**config.mk**
```make
export PLATFORM = sky130hd
export DESIGN_NAME = tug_referee_flat
export DESIGN_NICKNAME = d
export VERILOG_FILES = /design/src/rtl/tug_referee_if.sv /design/src/rtl/tug_referee.sv /design/src/flat_wrapper.sv
export SDC_FILE = /design/constraint.sdc
export NUM_CORES = 1
export LEC_CHECK = 0
export BUFFER_PORTS_ARGS = -buffer_cell sky130_fd_sc_hd__buf_2
export CAP_MARGIN = 20
export CORE_ASPECT_RATIO = 1.25
export CORE_MARGIN = 3
export CORE_UTILIZATION = 45
export CTS_CLUSTER_DIAMETER = 30
export DETAILED_ROUTE_END_ITERATION = 16
export PLACE_DENSITY = 0.67
export SLEW_MARGIN = 25
export SYNTH_ARGS = -nofsm -noshare
export SYNTH_HDL_FRONTEND = slang
export SYNTH_SLANG_ARGS = --single-unit
export TNS_END_PERCENT = 100
```
**constraint.sdc**
```tcl
create_clock -name clk -period 2.35 [get_ports clk]
set_clock_uncertainty 0.1 [all_clocks]
set_input_delay 0.1175 -clock clk [delete_from_list [all_inputs] [get_ports clk]]
set_output_delay 0.1175 -clock clk [all_outputs]
set_load 0.03 [all_outputs]
```
**src/rtl/tug_referee_if.sv**
```systemverilog
// tug_if: signal bundle between the game controller/buttons and the round referee.
interface tug_if;
    logic       btn_l, btn_r, slowen256;
    logic       leds_on, clear, fake, speed_round, update;
    logic       winrnd, winspeed, speed_exit, wingame, over, winner;
    logic [3:0] rope_pos;
    logic [1:0] score_l, score_r;
    modport slave (
        input  btn_l, btn_r, slowen256, leds_on, clear, fake, speed_round, update,
        output winrnd, winspeed, speed_exit, wingame, over, winner, rope_pos, score_l, score_r
    );
    modport master (
        output btn_l, btn_r, slowen256, leds_on, clear, fake, speed_round, update,
        input  winrnd, winspeed, speed_exit, wingame, over, winner, rope_pos, score_l, score_r
    );
endinterface

```
**src/rtl/tug_referee.sv**
```systemverilog
// tug_referee: conditions player buttons, judges normal and speed rounds,
// moves the rope and keeps game scores for the tug-of-war controller.
module tug_referee #(
    parameter int HALF          = 4,
    parameter int GAMES_TO_WIN  = 3,
    parameter int SPEED_PRESSES = 8,
    parameter int SPEED_STEP    = 2,
    parameter int DISPLAY_TICKS = 2
) (
    input logic clk,
    input logic rst,
    tug_if.slave bus
);
    localparam logic [1:0] SP_IDLE  = 2'd0;
    localparam logic [1:0] SP_COUNT = 2'd1;
    localparam logic [1:0] SP_DISP  = 2'd2;
    localparam logic [3:0] MID   = 4'(HALF);
    localparam logic [3:0] TOP   = 4'(2 * HALF);
    localparam logic [3:0] STEP  = 4'(SPEED_STEP);
    localparam logic [3:0] NEED  = 4'(SPEED_PRESSES);
    localparam logic [1:0] GAMES = 2'(GAMES_TO_WIN);
    localparam logic [1:0] TICKS = 2'(DISPLAY_TICKS);

    logic [2:0] sync_l_q, sync_l_d, sync_r_q, sync_r_d;
    logic       press_l_q, press_l_d, press_r_q, press_r_d;
    logic       sr_q, upd_q, lock_q, lock_d;
    logic [1:0] sp_q, sp_d, tick_q, tick_d, tick_inc;
    logic [3:0] cnt_l_q, cnt_l_d, cnt_r_q, cnt_r_d, cnt_l_inc, cnt_r_inc;
    logic [3:0] rope_q, rope_d, rope_nx, step_up, step_dn;
    logic [1:0] score_l_q, score_l_d, score_r_q, score_r_d;
    logic       winner_q, winner_d, wingame_q, wingame_d, over_q, over_d;
    logic       winrnd_q, winspeed_q, exit_q;
    logic       judge, rnd_win, counting, l_done, r_done, sp_win, move, upd, disp_done;

    always_comb begin
        // [0] first sync flop, [1] second, [2] previous value for edge detect
        sync_l_d  = {sync_l_q[1:0], bus.btn_l};
        sync_r_d  = {sync_r_q[1:0], bus.btn_r};
        press_l_d = sync_l_q[1] & ~sync_l_q[2];
        press_r_d = sync_r_q[1] & ~sync_r_q[2];
        judge     = ~bus.clear & ~lock_q & ~wingame_q & ~over_q & ~bus.speed_round
                  & (sp_q == SP_IDLE) & (press_l_q ^ press_r_q);
        rnd_win   = (bus.leds_on & ~bus.fake) ? press_r_q : press_l_q;
        counting  = (sp_q == SP_COUNT) & ~over_q;
        cnt_l_inc = cnt_l_q + {3'b0, press_l_q};
        cnt_r_inc = cnt_r_q + {3'b0, press_r_q};
        l_done    = cnt_l_inc == NEED;
        r_done    = cnt_r_inc == NEED;
        sp_win    = counting & (l_done | r_done);
        step_up   = (rope_q > TOP - STEP) ? TOP : rope_q + STEP;
        step_dn   = (rope_q < STEP) ? 4'd0 : rope_q - STEP;
        rope_nx   = judge ? (rnd_win ? rope_q + 4'd1 : rope_q - 4'd1) : (l_done ? step_dn : step_up);
        move      = (judge | sp_win) & ~wingame_q;
        upd       = bus.update & ~upd_q & wingame_q & ~over_q;
        rope_d    = upd ? MID : move ? rope_nx : rope_q;
        wingame_d = upd ? 1'b0 : move ? (rope_nx == 4'd0 || rope_nx == TOP) : wingame_q;
        winner_d  = judge ? rnd_win : sp_win ? ~l_done : winner_q;
        score_l_d = score_l_q + {1'b0, upd & ~winner_q};
        score_r_d = score_r_q + {1'b0, upd & winner_q};
        over_d    = over_q | (score_l_q == GAMES) | (score_r_q == GAMES);
        lock_d    = (judge | sp_win) ? 1'b1
                  : (bus.clear & ~bus.speed_round & (sp_q != SP_DISP)) ? 1'b0 : lock_q;
        tick_inc  = tick_q + {1'b0, bus.slowen256};
        disp_done = (sp_q == SP_DISP) & bus.slowen256 & (tick_inc == TICKS);
        sp_d      = ((sp_q == SP_IDLE) & bus.speed_round & ~sr_q & ~over_q) ? SP_COUNT
                  : sp_win ? SP_DISP : disp_done ? SP_IDLE : sp_q;
        cnt_l_d   = (sp_q == SP_IDLE) ? 4'd0 : counting ? cnt_l_inc : cnt_l_q;
        cnt_r_d   = (sp_q == SP_IDLE) ? 4'd0 : counting ? cnt_r_inc : cnt_r_q;
        tick_d    = ((sp_q == SP_DISP) & ~disp_done) ? tick_inc : 2'd0;
    end

    always_ff @(posedge clk) begin
        if (rst) begin
            sync_l_q   <= '0;
            sync_r_q   <= '0;
            press_l_q  <= 1'b0;
            press_r_q  <= 1'b0;
            sr_q       <= 1'b0;
            upd_q      <= 1'b0;
            lock_q     <= 1'b0;
            sp_q       <= SP_IDLE;
            tick_q     <= '0;
            cnt_l_q    <= '0;
            cnt_r_q    <= '0;
            rope_q     <= MID;
            score_l_q  <= '0;
            score_r_q  <= '0;
            winner_q   <= 1'b0;
            wingame_q  <= 1'b0;
            over_q     <= 1'b0;
            winrnd_q   <= 1'b0;
            winspeed_q <= 1'b0;
            exit_q     <= 1'b0;
        end else begin
            sync_l_q   <= sync_l_d;
            sync_r_q   <= sync_r_d;
            press_l_q  <= press_l_d;
            press_r_q  <= press_r_d;
            sr_q       <= bus.speed_round;
            upd_q      <= bus.update;
            lock_q     <= lock_d;
            sp_q       <= sp_d;
            tick_q     <= tick_d;
            cnt_l_q    <= cnt_l_d;
            cnt_r_q    <= cnt_r_d;
            rope_q     <= rope_d;
            score_l_q  <= score_l_d;
            score_r_q  <= score_r_d;
            winner_q   <= winner_d;
            wingame_q  <= wingame_d;
            over_q     <= over_d;
            winrnd_q   <= judge;
            winspeed_q <= sp_win;
            exit_q     <= disp_done;
        end
    end

    assign bus.winrnd     = winrnd_q;
    assign bus.winspeed   = winspeed_q;
    assign bus.speed_exit = exit_q;
    assign bus.wingame    = wingame_q;
    assign bus.over       = over_q;
    assign bus.winner     = winner_q;
    assign bus.rope_pos   = rope_q;
    assign bus.score_l    = score_l_q;
    assign bus.score_r    = score_r_q;
endmodule

```
**src/flat_wrapper.sv**
```systemverilog
// flat-port wrapper written by rule: the top's interface ports become plain ports
module tug_referee_flat 
#(
    parameter int HALF          = 4,
    parameter int GAMES_TO_WIN  = 3,
    parameter int SPEED_PRESSES = 8,
    parameter int SPEED_STEP    = 2,
    parameter int DISPLAY_TICKS = 2
)
  (clk, rst, bus_btn_l, bus_btn_r, bus_slowen256, bus_leds_on, bus_clear, bus_fake, bus_speed_round, bus_update, bus_winrnd, bus_winspeed, bus_speed_exit, bus_wingame, bus_over, bus_winner, bus_rope_pos, bus_score_l, bus_score_r);
  tug_if bus_i ();
  input logic clk;
  input logic rst;
  input wire logic [$bits(bus_i.btn_l)-1:0] bus_btn_l;
  input wire logic [$bits(bus_i.btn_r)-1:0] bus_btn_r;
  input wire logic [$bits(bus_i.slowen256)-1:0] bus_slowen256;
  input wire logic [$bits(bus_i.leds_on)-1:0] bus_leds_on;
  input wire logic [$bits(bus_i.clear)-1:0] bus_clear;
  input wire logic [$bits(bus_i.fake)-1:0] bus_fake;
  input wire logic [$bits(bus_i.speed_round)-1:0] bus_speed_round;
  input wire logic [$bits(bus_i.update)-1:0] bus_update;
  output wire logic [$bits(bus_i.winrnd)-1:0] bus_winrnd;
  output wire logic [$bits(bus_i.winspeed)-1:0] bus_winspeed;
  output wire logic [$bits(bus_i.speed_exit)-1:0] bus_speed_exit;
  output wire logic [$bits(bus_i.wingame)-1:0] bus_wingame;
  output wire logic [$bits(bus_i.over)-1:0] bus_over;
  output wire logic [$bits(bus_i.winner)-1:0] bus_winner;
  output wire logic [$bits(bus_i.rope_pos)-1:0] bus_rope_pos;
  output wire logic [$bits(bus_i.score_l)-1:0] bus_score_l;
  output wire logic [$bits(bus_i.score_r)-1:0] bus_score_r;
  assign bus_i.btn_l = bus_btn_l;
  assign bus_i.btn_r = bus_btn_r;
  assign bus_i.slowen256 = bus_slowen256;
  assign bus_i.leds_on = bus_leds_on;
  assign bus_i.clear = bus_clear;
  assign bus_i.fake = bus_fake;
  assign bus_i.speed_round = bus_speed_round;
  assign bus_i.update = bus_update;
  assign bus_winrnd = bus_i.winrnd;
  assign bus_winspeed = bus_i.winspeed;
  assign bus_speed_exit = bus_i.speed_exit;
  assign bus_wingame = bus_i.wingame;
  assign bus_over = bus_i.over;
  assign bus_winner = bus_i.winner;
  assign bus_rope_pos = bus_i.rope_pos;
  assign bus_score_l = bus_i.score_l;
  assign bus_score_r = bus_i.score_r;
  tug_referee #(.HALF(HALF), .GAMES_TO_WIN(GAMES_TO_WIN), .SPEED_PRESSES(SPEED_PRESSES), .SPEED_STEP(SPEED_STEP), .DISPLAY_TICKS(DISPLAY_TICKS)) u_core (.clk(clk), .rst(rst), .bus(bus_i));
endmodule
```
==> impl_metrics.tcl <==
set metrics [dict create \
    p_total_w 0.00127 \
    relSlewSlack 0.589 \
    met1_length_mm 1.58 \
    viasPerCell 5.28 \
    n_fill_cell 321 \
    clockBufferDepth 2 \
    antenna_cells 0 \
    wl_met3_um 203 \
    finalCritPeriodShare 0.970 \
    ios 24 \
    synth_compound_area_frac 0.135 \
    holdCritPathClass "in -> reg" \
    slew_violations 0 \
    register_area_um2 743 \
    synth_top_family_by_area "simple AND/OR/NAND/NOR gates" \
    dr.max_layer_used "met4" \
    status "complete, no violations" \
    utilization 0.589 \
    synthMuxAreaShare 0.0254 \
    synth_top_area_cell "dfxtp_1" \
    grt-ovfl-total 0 \
    nets 238 \
    fmax_ghz 0.439 \
    synth_area_leaders "dfxtp_1 (42%), ha_1 (7.0%), nor2b_1 (4.6%), nand2_1 (3.8%), xnor2_1 (3.5%)" \
    wl_mm 3.51 \
    drt.antenna.violating_nets 0 \
    dr.first_iter.drc_count 88 \
    yosys_warnings 0 \
    grt_setup_unrepaired "no" \
    syn_area_per_cell_um2 9.49 \
    vias 1432 \
    grt_pass1_wl_mm 5.90 \
    synth_fa_ha_area_frac 0.0705 \
    grt_pass1_vias 1351 \
    cts_setup_buffers 0 \
    cts_tree "yes" \
    die_area_um2 4740 \
    drive_above_1_share 0.233 \
    antenna_found_initial 0 \
    multiInputGateArea_um2 1030 \
    maxCapViolations 0 \
    drt-pass1-iter-count 4 \
    finalSetupViolations 0 \
    grt_max_degree 26 \
    dpl.hpwl_mm 2.48 \
    start_util 0.489 \
    synth.top_cell.area_share 0.417 \
    die_h_um 76.2 \
    syn_nets 207 \
    wire_per_inst_um 13.0 \
    synth.distinct_cells 49 \
    peakVddDrop_uv 481 \
    startpoint_type "flip-flop" \
    dpl_cell_area_um2 1950 \
    synth_ff_type "dfxtp_1" \
    cts_root_buffer "clkbuf_8" \
    p_leak_nw 0.875 \
    synthToLayoutAreaGrowth_pct 20.5 \
    ys_ff_latch 37 \
    synth.cells.most_frequent "dfxtp_1 (37), nand2_1 (18), nor2_1 (15), nor2b_1 (13), ha_1 (10)" \
    fin_crit_ns 2.28 \
    track_usage 0.152 \
    synthMostInstantiatedCell "dfxtp_1" \
    gp_congestion 0.892 \
    synthArstFlopShare 0 \
    yosysSeqAreaShare 0.417 \
    tightest_slew_ns 0.615 \
    path_clk_slew_ns 0.07 \
    rows 24 \
    synth-edff-count 0 \
    syn_inst 187 \
    cts_buffers 5 \
    wl_met2_mm 1.65 \
    synthSimpleGateAreaFrac 0.259 \
    synth_xor_area_frac 0.0733 \
    design_area_um2 2140 \
    endpoint_kind "flip-flop" \
    fin_setup_tns_ns 0 \
    path_max_fanout 5 \
    core_area_um2 3630 \
    crit_type "reg -> reg" \
    arrival_ns 2.35 \
    cp.required_ns 2.42 \
    htreeDepth 2 \
    syn_area_um2 1780 \
    fp.dieW_um 62.2 \
    cts_num_sinks 37 \
    clock_latency_ns 0.29 \
    powerDensity_nw_per_um2 592 \
    hold_viol_final 0 \
    port_buffers 23 \
    drc 0 \
]
-- area by class of cell --
type | instances | share of cell area
Timing Repair Buffer | 29 | 0.0795
Clock buffer | 6 | 0.0339
Multi-Input combinational cell | 141 | 0.484
Sequential cell | 37 | 0.347
Clock inverter | 2 | 0.0181
Inverter | 4 | 0.00702
Tap cell | 52 | 0.0304
-- layer usage --
metal	GRT usage	up-vias
met1	0.176	650
li1	-	724
met3	0.0457	9
met4	0.0752	0
met5	0	-
met2	0.254	49
-- through the flow --
| stage | hold WS, ns | setup slack (ns) | cells |
|---|---|---|---|
| finish | 0.0364 | 0.0701 | 271 |
| global route | 0.0376 | 0.00916 | 271 |
| CTS | 0.0310 | 0.0132 | 271 |
| detailed placement | 0.231 | -0.00619 | 259 |
| global placement | 0.226 | 0.0798 | 259 |
| floorplan | 0.0966 | 0.137 | 187 |
-- power breakdown --
| part | internal [W] | leakage, nW | total, W | switching (W) |
|---|---|---|---|---|
| Combinational | 0.0000372 | 0.518 | 0.0000828 | 0.0000457 |
| Sequential | 0.000637 | 0.301 | 0.000644 | 0.00000739 |
| Clock | 0.000318 | 0.0554 | 0.000540 | 0.000222 |
| Total | 0.000992 | 0.875 | 0.00127 | 0.000275 |
-- critical path, cell delays in order, from the launching register on --
cell,delay [ns]
dfxtp_2,0.35
ha_4,0.17
ha_4,0.16
xor2_1,0.15
or3_4,0.43
nor2_4,0.13
mux2_4,0.31
o31ai_1,0.25
o41ai_2,0.12
-- timing repair --
item                                   4_1_cts  5_1_grt
resized for setup                            1        7
setup endpoints to repair                    1        5
pin swaps                                    0        2
hold buffers                                 4        0
endpoints found under the hold margin        4        0
-- placed cells by master, fill, tap and decap left out, types with 3 or more instances in the layout --
master,n
a21oi_1,9
buf_2,23
clkbuf_8,5
dfxtp_1,35
dlygate4sd3_1,4
ha_1,8
inv_1,4
mux2i_1,3
nand2_1,18
nand3_1,3
nor2_1,15
nor2b_1,13
nor3_1,4
nor4b_1,3
o21ai_0,6
xnor2_1,7
xor2_1,6
-- kinds of logic (layout without fill, tap and decap cells) --
| group | Yosys count | after routing |
|---|---|---|
| AO/OA/AOI/OAI | 34 | 34 |
| XOR/XNOR | 14 | 14 |
| AND/OR/NAND/NOR | 79 | 79 |
| flip-flops | 37 | 37 |
| multiplexers | 4 | 4 |
| adder cells (fa/ha/maj) | 10 | 10 |
| buffers and inverters | 9 | 41 |
-- state kept, by name, summed over array words and instances (netlist names), 2 cells and up --
| signal | cells |
|---|---|
| u_core.cnt_r_q | 4 |
| u_core.bus.score_l | 2 |
| u_core.sp_q | 2 |
| u_core.bus.score_r | 2 |
| u_core.bus.rope_pos | 4 |
| u_core.tick_q | 2 |
| u_core.sync_r_q | 3 |
| u_core.sync_l_q | 3 |
| u_core.cnt_l_q | 4 |
-- final timing paths --
path	from	endpoint	slack, ns	cells past startpoint
setup / recovery	u_core.press_l_q$_SDFF_PP0_	u_core.bus.wingame$_SDFFE_PP0P_	0.07	8
hold / removal	bus_slowen256	u_core.bus.speed_exit$_SDFF_PP0_	0.04	3
setup reg to reg	u_core.press_l_q$_SDFF_PP0_	u_core.bus.wingame$_SDFFE_PP0P_	0.07	8
hold reg to reg	u_core.sync_l_q[2]$_SDFF_PP0_	u_core.press_l_q$_SDFF_PP0_	0.28	1
Power figures use the tool's default switching activity.
